## src/rtl/sketch_counter_feeder_if.sv

```systemverilog
// ---------------------------------------------------------------------------
// sketch_counter_feeder_if
// Purpose : bundles the insert port, the dump request and the valid/ready
//           counter stream of sketch_counter_feeder.
// Signals : Ins_valid/Ins_idx/Ins_weight/Ins_ready - weighted insert request
//           Dump_start                           - start streaming all counters
//           Out_valid/Out_ready/Counter/Out_idx/Out_last - counter stream
//           Done                                 - end-of-dump pulse
//           Idx_err                              - sticky bad-index flag
// Modports: slave  - the feeder itself
//           master - the block driving inserts and consuming the stream
// ---------------------------------------------------------------------------
interface sketch_counter_feeder_if #(
  parameter int CNT_WIDTH = 32,
  parameter int IDX_WIDTH = 4,
  parameter int WGT_WIDTH = 16
);
  logic                 Ins_valid;
  logic [IDX_WIDTH-1:0] Ins_idx;
  logic [WGT_WIDTH-1:0] Ins_weight;
  logic                 Ins_ready;
  logic                 Dump_start;
  logic                 Out_valid;
  logic                 Out_ready;
  logic [CNT_WIDTH-1:0] Counter;
  logic [IDX_WIDTH-1:0] Out_idx;
  logic                 Out_last;
  logic                 Done;
  logic                 Idx_err;

  modport slave (
    input  Ins_valid, Ins_idx, Ins_weight, Dump_start, Out_ready,
    output Ins_ready, Out_valid, Counter, Out_idx, Out_last, Done, Idx_err
  );

  modport master (
    output Ins_valid, Ins_idx, Ins_weight, Dump_start, Out_ready,
    input  Ins_ready, Out_valid, Counter, Out_idx, Out_last, Done, Idx_err
  );
endinterface

```

## src/rtl/sketch_counter_feeder.sv

```systemverilog
// ---------------------------------------------------------------------------
// sketch_counter_feeder
// Purpose : holds NUM_COUNTER sketch counters, accumulates saturating weighted
//           inserts while idle, and on Dump_start streams every counter in
//           index order (one per accepted beat) over a valid/ready link.
// Ports   : Clk     - system clock, rising edge
//           Reset_n - asynchronous active-low reset
//           bus     - sketch_counter_feeder_if.slave (insert, dump, stream)
// Macro   : CLEAR_ON_DUMP_EN - when defined, each counter is zeroed on the
//           edge where its beat handshakes; otherwise counters are retained.
// ---------------------------------------------------------------------------
module sketch_counter_feeder #(
  parameter int NUM_COUNTER = 10,
  parameter int CNT_WIDTH   = 32,
  parameter int IDX_WIDTH   = 4,
  parameter int WGT_WIDTH   = 16
) (
  input  logic                    Clk,
  input  logic                    Reset_n,
  sketch_counter_feeder_if.slave  bus
);

  localparam logic [0:0]           ST_IDLE  = 1'b0;
  localparam logic [0:0]           ST_DUMP  = 1'b1;
  localparam logic [IDX_WIDTH-1:0] LAST_IDX = IDX_WIDTH'(NUM_COUNTER - 1);

  logic [0:0]           r_state;
  logic                 r_ins_ready;
  logic                 r_out_valid;
  logic [CNT_WIDTH-1:0] r_counter;
  logic [IDX_WIDTH-1:0] r_out_idx;
  logic                 r_out_last;
  logic                 r_done;
  logic                 r_idx_err;

  logic [NUM_COUNTER-1:0][CNT_WIDTH-1:0] w_cnt;
  logic [31:0]          w_idx_ext;
  logic                 w_idx_ok;
  logic                 w_ins_fire;
  logic                 w_ins_write;
  logic                 w_handshake;
  logic [CNT_WIDTH-1:0] w_sel_cnt;
  logic [CNT_WIDTH:0]   w_sum;
  logic [CNT_WIDTH-1:0] w_sat;
  logic [IDX_WIDTH-1:0] w_next_idx;
  logic [CNT_WIDTH-1:0] w_next_cnt;
  logic [CNT_WIDTH-1:0] w_first_cnt;

  // Ins_ready is only ever high in IDLE, so it doubles as the accept gate.
  assign w_idx_ext   = 32'(bus.Ins_idx);
  assign w_idx_ok    = (w_idx_ext < 32'(NUM_COUNTER));
  assign w_ins_fire  = r_ins_ready && bus.Ins_valid;
  assign w_ins_write = w_ins_fire && w_idx_ok;
  assign w_handshake = r_out_valid && bus.Out_ready;
  assign w_next_idx  = r_out_idx + 1'b1;

  // Shared read muxes: the counter addressed by the insert, and the counter
  // that follows the current beat.
  always_comb begin
    w_sel_cnt  = '0;
    w_next_cnt = '0;
    for (int k = 0; k < NUM_COUNTER; k++) begin
      if (bus.Ins_idx == IDX_WIDTH'(k)) w_sel_cnt = w_cnt[k];
      if (w_next_idx == IDX_WIDTH'(k))  w_next_cnt = w_cnt[k];
    end
  end

  // Saturating add: the carry out of the widened sum selects all-ones.
  assign w_sum = {1'b0, w_sel_cnt} + (CNT_WIDTH+1)'(bus.Ins_weight);
  assign w_sat = w_sum[CNT_WIDTH] ? {CNT_WIDTH{1'b1}} : w_sum[CNT_WIDTH-1:0];

  // First beat must already include an insert landing on counter 0 in the
  // same cycle as Dump_start.
  assign w_first_cnt = (w_ins_write && (bus.Ins_idx == '0)) ? w_sat : w_cnt[0];

  generate
    for (genvar gi = 0; gi < NUM_COUNTER; gi++) begin : g_cnt
      logic [CNT_WIDTH-1:0] r_cnt;
      always_ff @(posedge Clk or negedge Reset_n) begin
        if (!Reset_n) begin
          r_cnt <= '0;
        end else if (w_ins_write && (bus.Ins_idx == IDX_WIDTH'(gi))) begin
          r_cnt <= w_sat;
`ifdef CLEAR_ON_DUMP_EN
        end else if (w_handshake && (r_out_idx == IDX_WIDTH'(gi))) begin
          r_cnt <= '0;
`endif
        end
      end
      assign w_cnt[gi] = r_cnt;
    end
  endgenerate

  always_ff @(posedge Clk or negedge Reset_n) begin
    if (!Reset_n) begin
      r_state     <= ST_IDLE;
      r_ins_ready <= 1'b0;
      r_out_valid <= 1'b0;
      r_counter   <= '0;
      r_out_idx   <= '0;
      r_out_last  <= 1'b0;
      r_done      <= 1'b0;
      r_idx_err   <= 1'b0;
    end else begin
      r_done <= 1'b0;
      if (w_ins_fire && !w_idx_ok) r_idx_err <= 1'b1;
      case (r_state)
        ST_IDLE: begin
          if (bus.Dump_start) begin
            r_state     <= ST_DUMP;
            r_ins_ready <= 1'b0;
            r_out_valid <= 1'b1;
            r_out_idx   <= '0;
            r_counter   <= w_first_cnt;
            r_out_last  <= (LAST_IDX == '0);
          end else begin
            r_ins_ready <= 1'b1;
          end
        end
        ST_DUMP: begin
          if (w_handshake) begin
            if (r_out_last) begin
              r_state     <= ST_IDLE;
              r_ins_ready <= 1'b1;
              r_out_valid <= 1'b0;
              r_out_last  <= 1'b0;
              r_done      <= 1'b1;
            end else begin
              r_out_idx  <= w_next_idx;
              r_counter  <= w_next_cnt;
              r_out_last <= (w_next_idx == LAST_IDX);
            end
          end
        end
        default: r_state <= ST_IDLE;
      endcase
    end
  end

  assign bus.Ins_ready = r_ins_ready;
  assign bus.Out_valid = r_out_valid;
  assign bus.Counter   = r_counter;
  assign bus.Out_idx   = r_out_idx;
  assign bus.Out_last  = r_out_last;
  assign bus.Done      = r_done;
  assign bus.Idx_err   = r_idx_err;

endmodule

```

## src/flat_wrapper.sv

```systemverilog
// flat-port wrapper written by rule: the top's interface ports become plain ports
module sketch_counter_feeder_flat 
#(
  parameter int NUM_COUNTER = 10,
  parameter int CNT_WIDTH   = 32,
  parameter int IDX_WIDTH   = 4,
  parameter int WGT_WIDTH   = 16
)
  (Clk, Reset_n, bus_Ins_valid, bus_Ins_idx, bus_Ins_weight, bus_Dump_start, bus_Out_ready, bus_Ins_ready, bus_Out_valid, bus_Counter, bus_Out_idx, bus_Out_last, bus_Done, bus_Idx_err);
  sketch_counter_feeder_if #(.CNT_WIDTH(CNT_WIDTH), .IDX_WIDTH(IDX_WIDTH), .WGT_WIDTH(WGT_WIDTH)) bus_i ();
  input  logic Clk;
  input  logic Reset_n;
  input wire logic [$bits(bus_i.Ins_valid)-1:0] bus_Ins_valid;
  input wire logic [$bits(bus_i.Ins_idx)-1:0] bus_Ins_idx;
  input wire logic [$bits(bus_i.Ins_weight)-1:0] bus_Ins_weight;
  input wire logic [$bits(bus_i.Dump_start)-1:0] bus_Dump_start;
  input wire logic [$bits(bus_i.Out_ready)-1:0] bus_Out_ready;
  output wire logic [$bits(bus_i.Ins_ready)-1:0] bus_Ins_ready;
  output wire logic [$bits(bus_i.Out_valid)-1:0] bus_Out_valid;
  output wire logic [$bits(bus_i.Counter)-1:0] bus_Counter;
  output wire logic [$bits(bus_i.Out_idx)-1:0] bus_Out_idx;
  output wire logic [$bits(bus_i.Out_last)-1:0] bus_Out_last;
  output wire logic [$bits(bus_i.Done)-1:0] bus_Done;
  output wire logic [$bits(bus_i.Idx_err)-1:0] bus_Idx_err;
  assign bus_i.Ins_valid = bus_Ins_valid;
  assign bus_i.Ins_idx = bus_Ins_idx;
  assign bus_i.Ins_weight = bus_Ins_weight;
  assign bus_i.Dump_start = bus_Dump_start;
  assign bus_i.Out_ready = bus_Out_ready;
  assign bus_Ins_ready = bus_i.Ins_ready;
  assign bus_Out_valid = bus_i.Out_valid;
  assign bus_Counter = bus_i.Counter;
  assign bus_Out_idx = bus_i.Out_idx;
  assign bus_Out_last = bus_i.Out_last;
  assign bus_Done = bus_i.Done;
  assign bus_Idx_err = bus_i.Idx_err;
  sketch_counter_feeder #(.NUM_COUNTER(NUM_COUNTER), .CNT_WIDTH(CNT_WIDTH), .IDX_WIDTH(IDX_WIDTH), .WGT_WIDTH(WGT_WIDTH)) u_core (.Clk(Clk), .Reset_n(Reset_n), .bus(bus_i));
endmodule
```

## config.mk

```make
export PLATFORM = sky130hd
export DESIGN_NAME = sketch_counter_feeder_flat
export DESIGN_NICKNAME = d
export VERILOG_FILES = /design/src/rtl/sketch_counter_feeder_if.sv /design/src/rtl/sketch_counter_feeder.sv /design/src/flat_wrapper.sv
export SDC_FILE = /design/constraint.sdc
export NUM_CORES = 1
export LEC_CHECK = 0
export CORE_MARGIN = 3
export CORE_UTILIZATION = 50
export CTS_CLUSTER_DIAMETER = 200
export DETAILED_ROUTE_END_ITERATION = 7
export PLACE_DENSITY_LB_ADDON = 0.12
export SYNTH_ARGS = -nofsm -noshare
export SYNTH_HDL_FRONTEND = slang
export SYNTH_SLANG_ARGS = --single-unit
```

## constraint.sdc

```tcl
create_clock -name Clk -period 3.65 [get_ports Clk]
set_input_delay 0.365 -clock Clk [delete_from_list [all_inputs] [get_ports Clk]]
set_output_delay 0.365 -clock Clk [all_outputs]
set_load 0.01 [all_outputs]
```

-- After elaboration in Yosys (flattened, before gate mapping)
Cells that the tools add are included.
- add/sub/neg operators: 2
- magnitude comparators: 1
- equal/unequal tests: 22
- mux-type cells: 49
- bitwise gates (word level): 1
- reductions and logical operators: 21
- operators with widths (kind ; count):
    $mux W32 ; 25
    $pmux W32 S2 ; 1
    $add A32 B16 Y33 ; 1
    $eq A4 B3 Y1 const B ; 8
    $eq A4 B2 Y1 const B ; 4
    $eq A4 B4 Y1 const B ; 4
    $mux W1 ; 15
    $logic_and A1 B1 Y1 ; 14
    $mux W4 ; 3
    $eq A4 B1 Y1 const B ; 2
    $logic_not A4 Y1 ; 2
    $ne A2 B2 Y1 const B ; 4
    $pmux W1 S2 ; 4
    $pmux W4 S2 ; 1
    $reduce_and A3 Y1 ; 2
    $add A4 B1 Y4 const B ; 1
    $lt A4 B4 Y1 const B ; 1
    $reduce_and A2 Y1 ; 2
    $logic_not A1 Y1 ; 1
    $not A1 Y1 ; 1
- register bits: 362
- output and inout bits: 41

-- Longest topological paths before layout
- depth in word-level cells: 16
- depth in mapped cells: 26
- depth with buffers taken out: 17

-- Least setup slack after synthesis
OpenSTA, ideal clock, no wires.
- kind: in2reg
- from: input bus_Ins_idx[0]
- to: register u_core.g_cnt[7].r_cnt[27]
- setup time: 125 ps
- data arrival time: 5331 ps
- required time: 3525 ps
- setup slack: -1806 ps
- stages on the path: 25
- buffers on the path: 10
- path through: buf_6 -> buf_6 -> buf_6 -> buf_4 -> buf_4 -> buf_2 -> buf_2 -> buf_1 -> mux4_2 -> nand2_1 -> nand3_1 -> ha_1 -> inv_1 -> fa_1 -> nor2b_1 -> o31a_1 -> o41a_1 -> o211ai_1 -> a21o_1 -> nor3_2 -> buf_4 -> a2111o_1 -> and2_1 -> buf_2 -> mux2_2
- longest elaborated chain between the ends: 13
- elaborated cells on any way between the ends: 25
- RTL lines (what ; RTL line ; RTL):
    start: declaration ; flat_wrapper.sv:14 ; input wire logic [$bits(bus_i.Ins_idx)-1:0] bus_Ins_idx;
    $logic_not A4 Y1 ; sketch_counter_feeder.sv:63 ; if (bus.Ins_idx == IDX_WIDTH'(k)) w_sel_cnt = w_cnt[k];
    $mux W32 (10 in a row) ; sketch_counter_feeder.sv:63 ;
    $add A32 B16 Y33 ; sketch_counter_feeder.sv:69 ; assign w_sum = {1'b0, w_sel_cnt} + (CNT_WIDTH+1)'(bus.Ins_weight);
    $mux W32 ; sketch_counter_feeder.sv:70 ; assign w_sat = w_sum[CNT_WIDTH] ? {CNT_WIDTH{1'b1}} : w_sum[CNT_WIDTH-1:0];
    end signal: assignment ; sketch_counter_feeder.sv:83 ; r_cnt <= w_sat;
    end: declaration ; sketch_counter_feeder.sv:78 ; logic [CNT_WIDTH-1:0] r_cnt;
Several ways; a longest one is shown, not always the timed one.
A chain may end at the register's enable or synchronous reset.

-- Worst setup path after layout
- from: register u_core.g_cnt[0].r_cnt[2]
- to: register u_core.g_cnt[7].r_cnt[29]
- longest elaborated chain between the ends: 12
- RTL lines (what ; RTL line):
    start: declaration ; sketch_counter_feeder.sv:78
    start signal: assignment ; sketch_counter_feeder.sv:83
    $mux W32 (10 in a row) ; sketch_counter_feeder.sv:63
    $add A32 B16 Y33 ; sketch_counter_feeder.sv:69
    $mux W32 ; sketch_counter_feeder.sv:70
No other way between the ends.

==> key figures <==
Synth
  • Asr flop ratio synth: 100%
  • Register area share after synthesis: 45.1%
  • Synthesis warning total: 0
  • Syn Area/Cell: 9.28 µm²
  • Post-synth EDFFs: 0
  • Gate Count Post-Synth: 2162
  • Synth Register Bits: 362
  • Synth Flop Type: dfrtp_1
  • Distinct cells, synth: 95
  • Mapped cell area: 20100 µm²
  • Syn nets: 2208

Setup path
  • CP max-delay cell: mux4_2
  • CP Launch Type: flop
  • Register-to-Register Path Depth: 16
  • Crit path largest cell delay: 0.52 ns
  • Worst-path cell chain: mux4_2 > nor2_4 > a2111oi_2 > a21oi_1 > a21oi_1 > ha_1 > nor2b_4 > o31a_1 > o41a_1 > o211ai_1 > buf_4 > buf_4 > a21oi_4 > a2111o_1 > and2_4 > mux2_2
  • Crit-path max FO: 5
  • R2r startpoint: u_core.g_cnt[0].r_cnt[2]$_DFF_PN0_
  • CP Capture Type: flop
  • Crit path arrival time: 4.55 ns
  • R2r setup slk: -0.44 ns
  • RR Endpoint: u_core.g_cnt[7].r_cnt[29]$_DFFE_PN0P_
  • Required time worst endpoint: 4.10 ns
  • WS Path Type: flop to flop

Global routing
  • Largest net degree at the start of global routing: 84
  • GRT overflow: 0
  • Initial antenna violation count: 0
  • Global-route wire length before repair: 128000 µm
  • Vias in the first global route: 19700
  • Total GRT Usage: 41.0%

Floorplanning
  • # rows: 72
  • Die H: 206 µm
  • I/O pin count: 66
  • Initial core utilization: 51.2%
  • Die area: 42600 µm²
  • Die Wd: 206 µm
  • Core Region: 39200 µm²

Place
  • Placement Setup Slack: -1.24 ns
  • # port buffers: 65
  • GPL Wtd Cong: 1.01
  • Detailed Place HPWL: 58500 µm

Timing
  • Final worst path period share: 112%
  • Fin. Hold Viols: 0
  • Clk_skew: 0.0151 ns
  • Hold slack: 0.389 ns
  • Worst Setup Slack, final: -0.444 ns
  • Final setup viols: 348
  • Rel. slew slack: 15.8%
  • Worst-margin pin slew: 1.26 ns
  • Minimum clock period: 4.09 ns
  • Final-report max-slew violation count: 0
  • Setup TNS Final: -92.69 ns
  • Fmax: 244 MHz
  • Unrepaired setup endpoints after global routing: true

CTS
  • Clock Tree Buf Depth: 3
  • CTS tree: yes
  • Worst-path clk slew: 0.06 ns
  • Cts bufs inserted: 43
  • H-tree depth: 2
  • Clk sinks: 362
  • Clock latency on the worst-skew pair: 0.58 ns
  • Clk root buf: clkbuf_16

Cells and area
  • Final antenna diode count: 0
  • Area grow syn2layout: 30.9%
  • Most frequent cells in the layout: dfrtp_1 (362), nand2_1 (358), buf_4 (340)
  • Most common cell after layout, fill and taps aside: dfrtp_1
  • Fill count: 3176
  • Share of cells above drive strength 1: 27.9%
  • # nets final: 2543

Drt
  • DR vias/cell: 6.71
  • Initial detailed-routing violation count: 2851
  • DRT Pass-1 Iters: 6
  • Final wirelength: 87300 µm
  • DR vias: 20400
  • Drt wl/cell: 28.7 µm
  • DRC: 0
  • DRT antenna net count: 0

Status
  • Status: finished, violations left
  • Failing checks: setup timing

Pwr
  • Comb power frac: 45.0%
  • Seq pwr share: 32.3%
  • Peak supply drop: 0.000451 V
  • Sw power: 7.62 mW
  • Power Internal: 11.5 mW
  • P_leak: 11.7 nW
  • Switching share of power: 39.9%
  • Clk pwr share: 22.7%
  • P per Cell Area: 726 nW/µm²

Worst hold path
  • Min-delay worst type: input pin to async pin

Flow run
  • Max-cap violation count: 0
[cells by family (layout without fill, tap and decap cells)]
family | count (synthesis) | in the layout | share of synthesized area (%)
AO/OA/AOI/OAI | 794 | 794 | 26.6
AND/OR/NAND/NOR | 651 | 654 | 14.6
flip-flops | 362 | 362 | 45.1
buffers and inverters | 202 | 562 | 4.32
multiplexers | 112 | 113 | 7.16
adder cells (fa/ha/maj) | 21 | 21 | 1.35
XOR/XNOR | 20 | 20 | 0.873
[layer usage]
layer / global-route usage (%) / wire length, µm / up-vias
li1: - / - / 8730
met1: 55.5 / 34500 / 9945
met2: 60.9 / 37500 / 1436
met3: 13.1 / 11000 / 302
met4: 17.0 / 4300 / 0
met5: 0 / 0 / -
[metrics by stage]
| step | cell area, µm² | util (%) | std cells | total power, mW |
|---|---|---|---|---|
| 2_1_floorplan | 20200 | - | 2162 | 10.1 |
| 3_3_place_gp | 23900 | 60.9 | 2933 | 14.0 |
| 3_5_place_dp | 23900 | 60.9 | 2933 | 14.1 |
| 4_1_cts | 26100 | 66.5 | 3037 | 18.7 |
| 5_1_grt | 26300 | 67.1 | 3044 | 20.0 |
| 6_report | 26300 | 67.1 | 3044 | 19.1 |
[layout make-up]
cell class	instances	area [µm²]	share of cell area, %
Timing Repair Buffer	471	4150	15.8
Tap cell	518	648	2.47
Clock buffer	67	1310	4.98
Clock inverter	7	85.1	0.324
Inverter	17	63.8	0.243
Sequential cell	362	9060	34.5
Multi-Input combinational cell	1602	11000	41.7
[synthesized netlist by cell type, drive strengths merged, types with 15 or more instances]
master | count | area, µm²
a21o | 15 | 114
a22o | 17 | 149
a22oi | 24 | 180
a221oi | 58 | 514
inv | 17 | 63.8
a21oi | 114 | 657
o211ai | 19 | 143
mux4 | 19 | 428
a31oi | 18 | 113
nor2 | 122 | 458
and2 | 19 | 119
mux2 | 62 | 698
nand3 | 28 | 158
ha | 20 | 250
a211oi | 16 | 120
buf | 38 | 251
nand2 | 367 | 1380
dfrtp | 362 | 9060
nor3 | 24 | 125
mux2i | 31 | 310
o31ai | 20 | 164
o221ai | 43 | 377
o21ai | 322 | 1610
clkbuf | 147 | 552
a221o | 44 | 440
[worst max-delay path, delay by kind of cell (launching register included)]
family          cells  cell delay [ns]
simple gates        3             0.46
buf+inv             2             0.30
mux                 2             0.78
flops               1             0.39
fa+ha+maj           1             0.32
compound gates      8             1.72
[flip-flops by register name, summed over array words and instances, names as in the netlist]
signal                flops
u_core.bus.Counter       32
u_core.bus.Done           1
u_core.bus.Idx_err        1
u_core.bus.Ins_ready      1
u_core.bus.Out_idx        4
u_core.bus.Out_last       1
u_core.bus.Out_valid      1
u_core.g_cnt.r_cnt      320
u_core.r_state            1
[timing repair]
action | 4_1_cts | 5_1_grt
hold buffers | 1 | 0
endpoints found under the setup margin | 352 | 352
hold endpoints to repair | 77 | 0
buffers inserted | 29 | 7
cloned | 7 | 0
gates resized for setup | 229 | 59
pin swaps | 65 | 27
[power groups by stage]
stage	logic (mW)	registers, mW	clock network (mW)
finish	8.59	6.17	4.33
global route	9.16	6.28	4.54
CTS	8.25	6.12	4.36
detailed placement	7.95	6.16	0
global placement	7.84	6.14	0
floorplan	4.12	5.97	0
[worst max-delay path by stage]
stage | from | to | slack (ns) | cells after the start
4_1_cts | u_core.g_cnt[0].r_cnt[2]$_DFF_PN0_ | u_core.bus.Counter[4]$_DFFE_PN0P_ | -0.38 | 18
3_5_place_dp | bus_Ins_idx[3] | u_core.bus.Counter[0]$_DFFE_PN0P_ | -1.24 | 22
6_report | u_core.g_cnt[0].r_cnt[2]$_DFF_PN0_ | u_core.g_cnt[7].r_cnt[29]$_DFFE_PN0P_ | -0.44 | 16
5_1_grt | u_core.g_cnt[2].r_cnt[2]$_DFFE_PN0P_ | u_core.bus.Counter[9]$_DFFE_PN0P_ | -0.58 | 18
2_1_floorplan | bus_Ins_idx[0] | u_core.g_cnt[7].r_cnt[27]$_DFFE_PN0P_ | -1.13 | 24
3_3_place_gp | bus_Ins_idx[3] | u_core.g_cnt[8].r_cnt[27]$_DFFE_PN0P_ | -1.15 | 18
No activity file was read; power rests on OpenSTA's default activity.
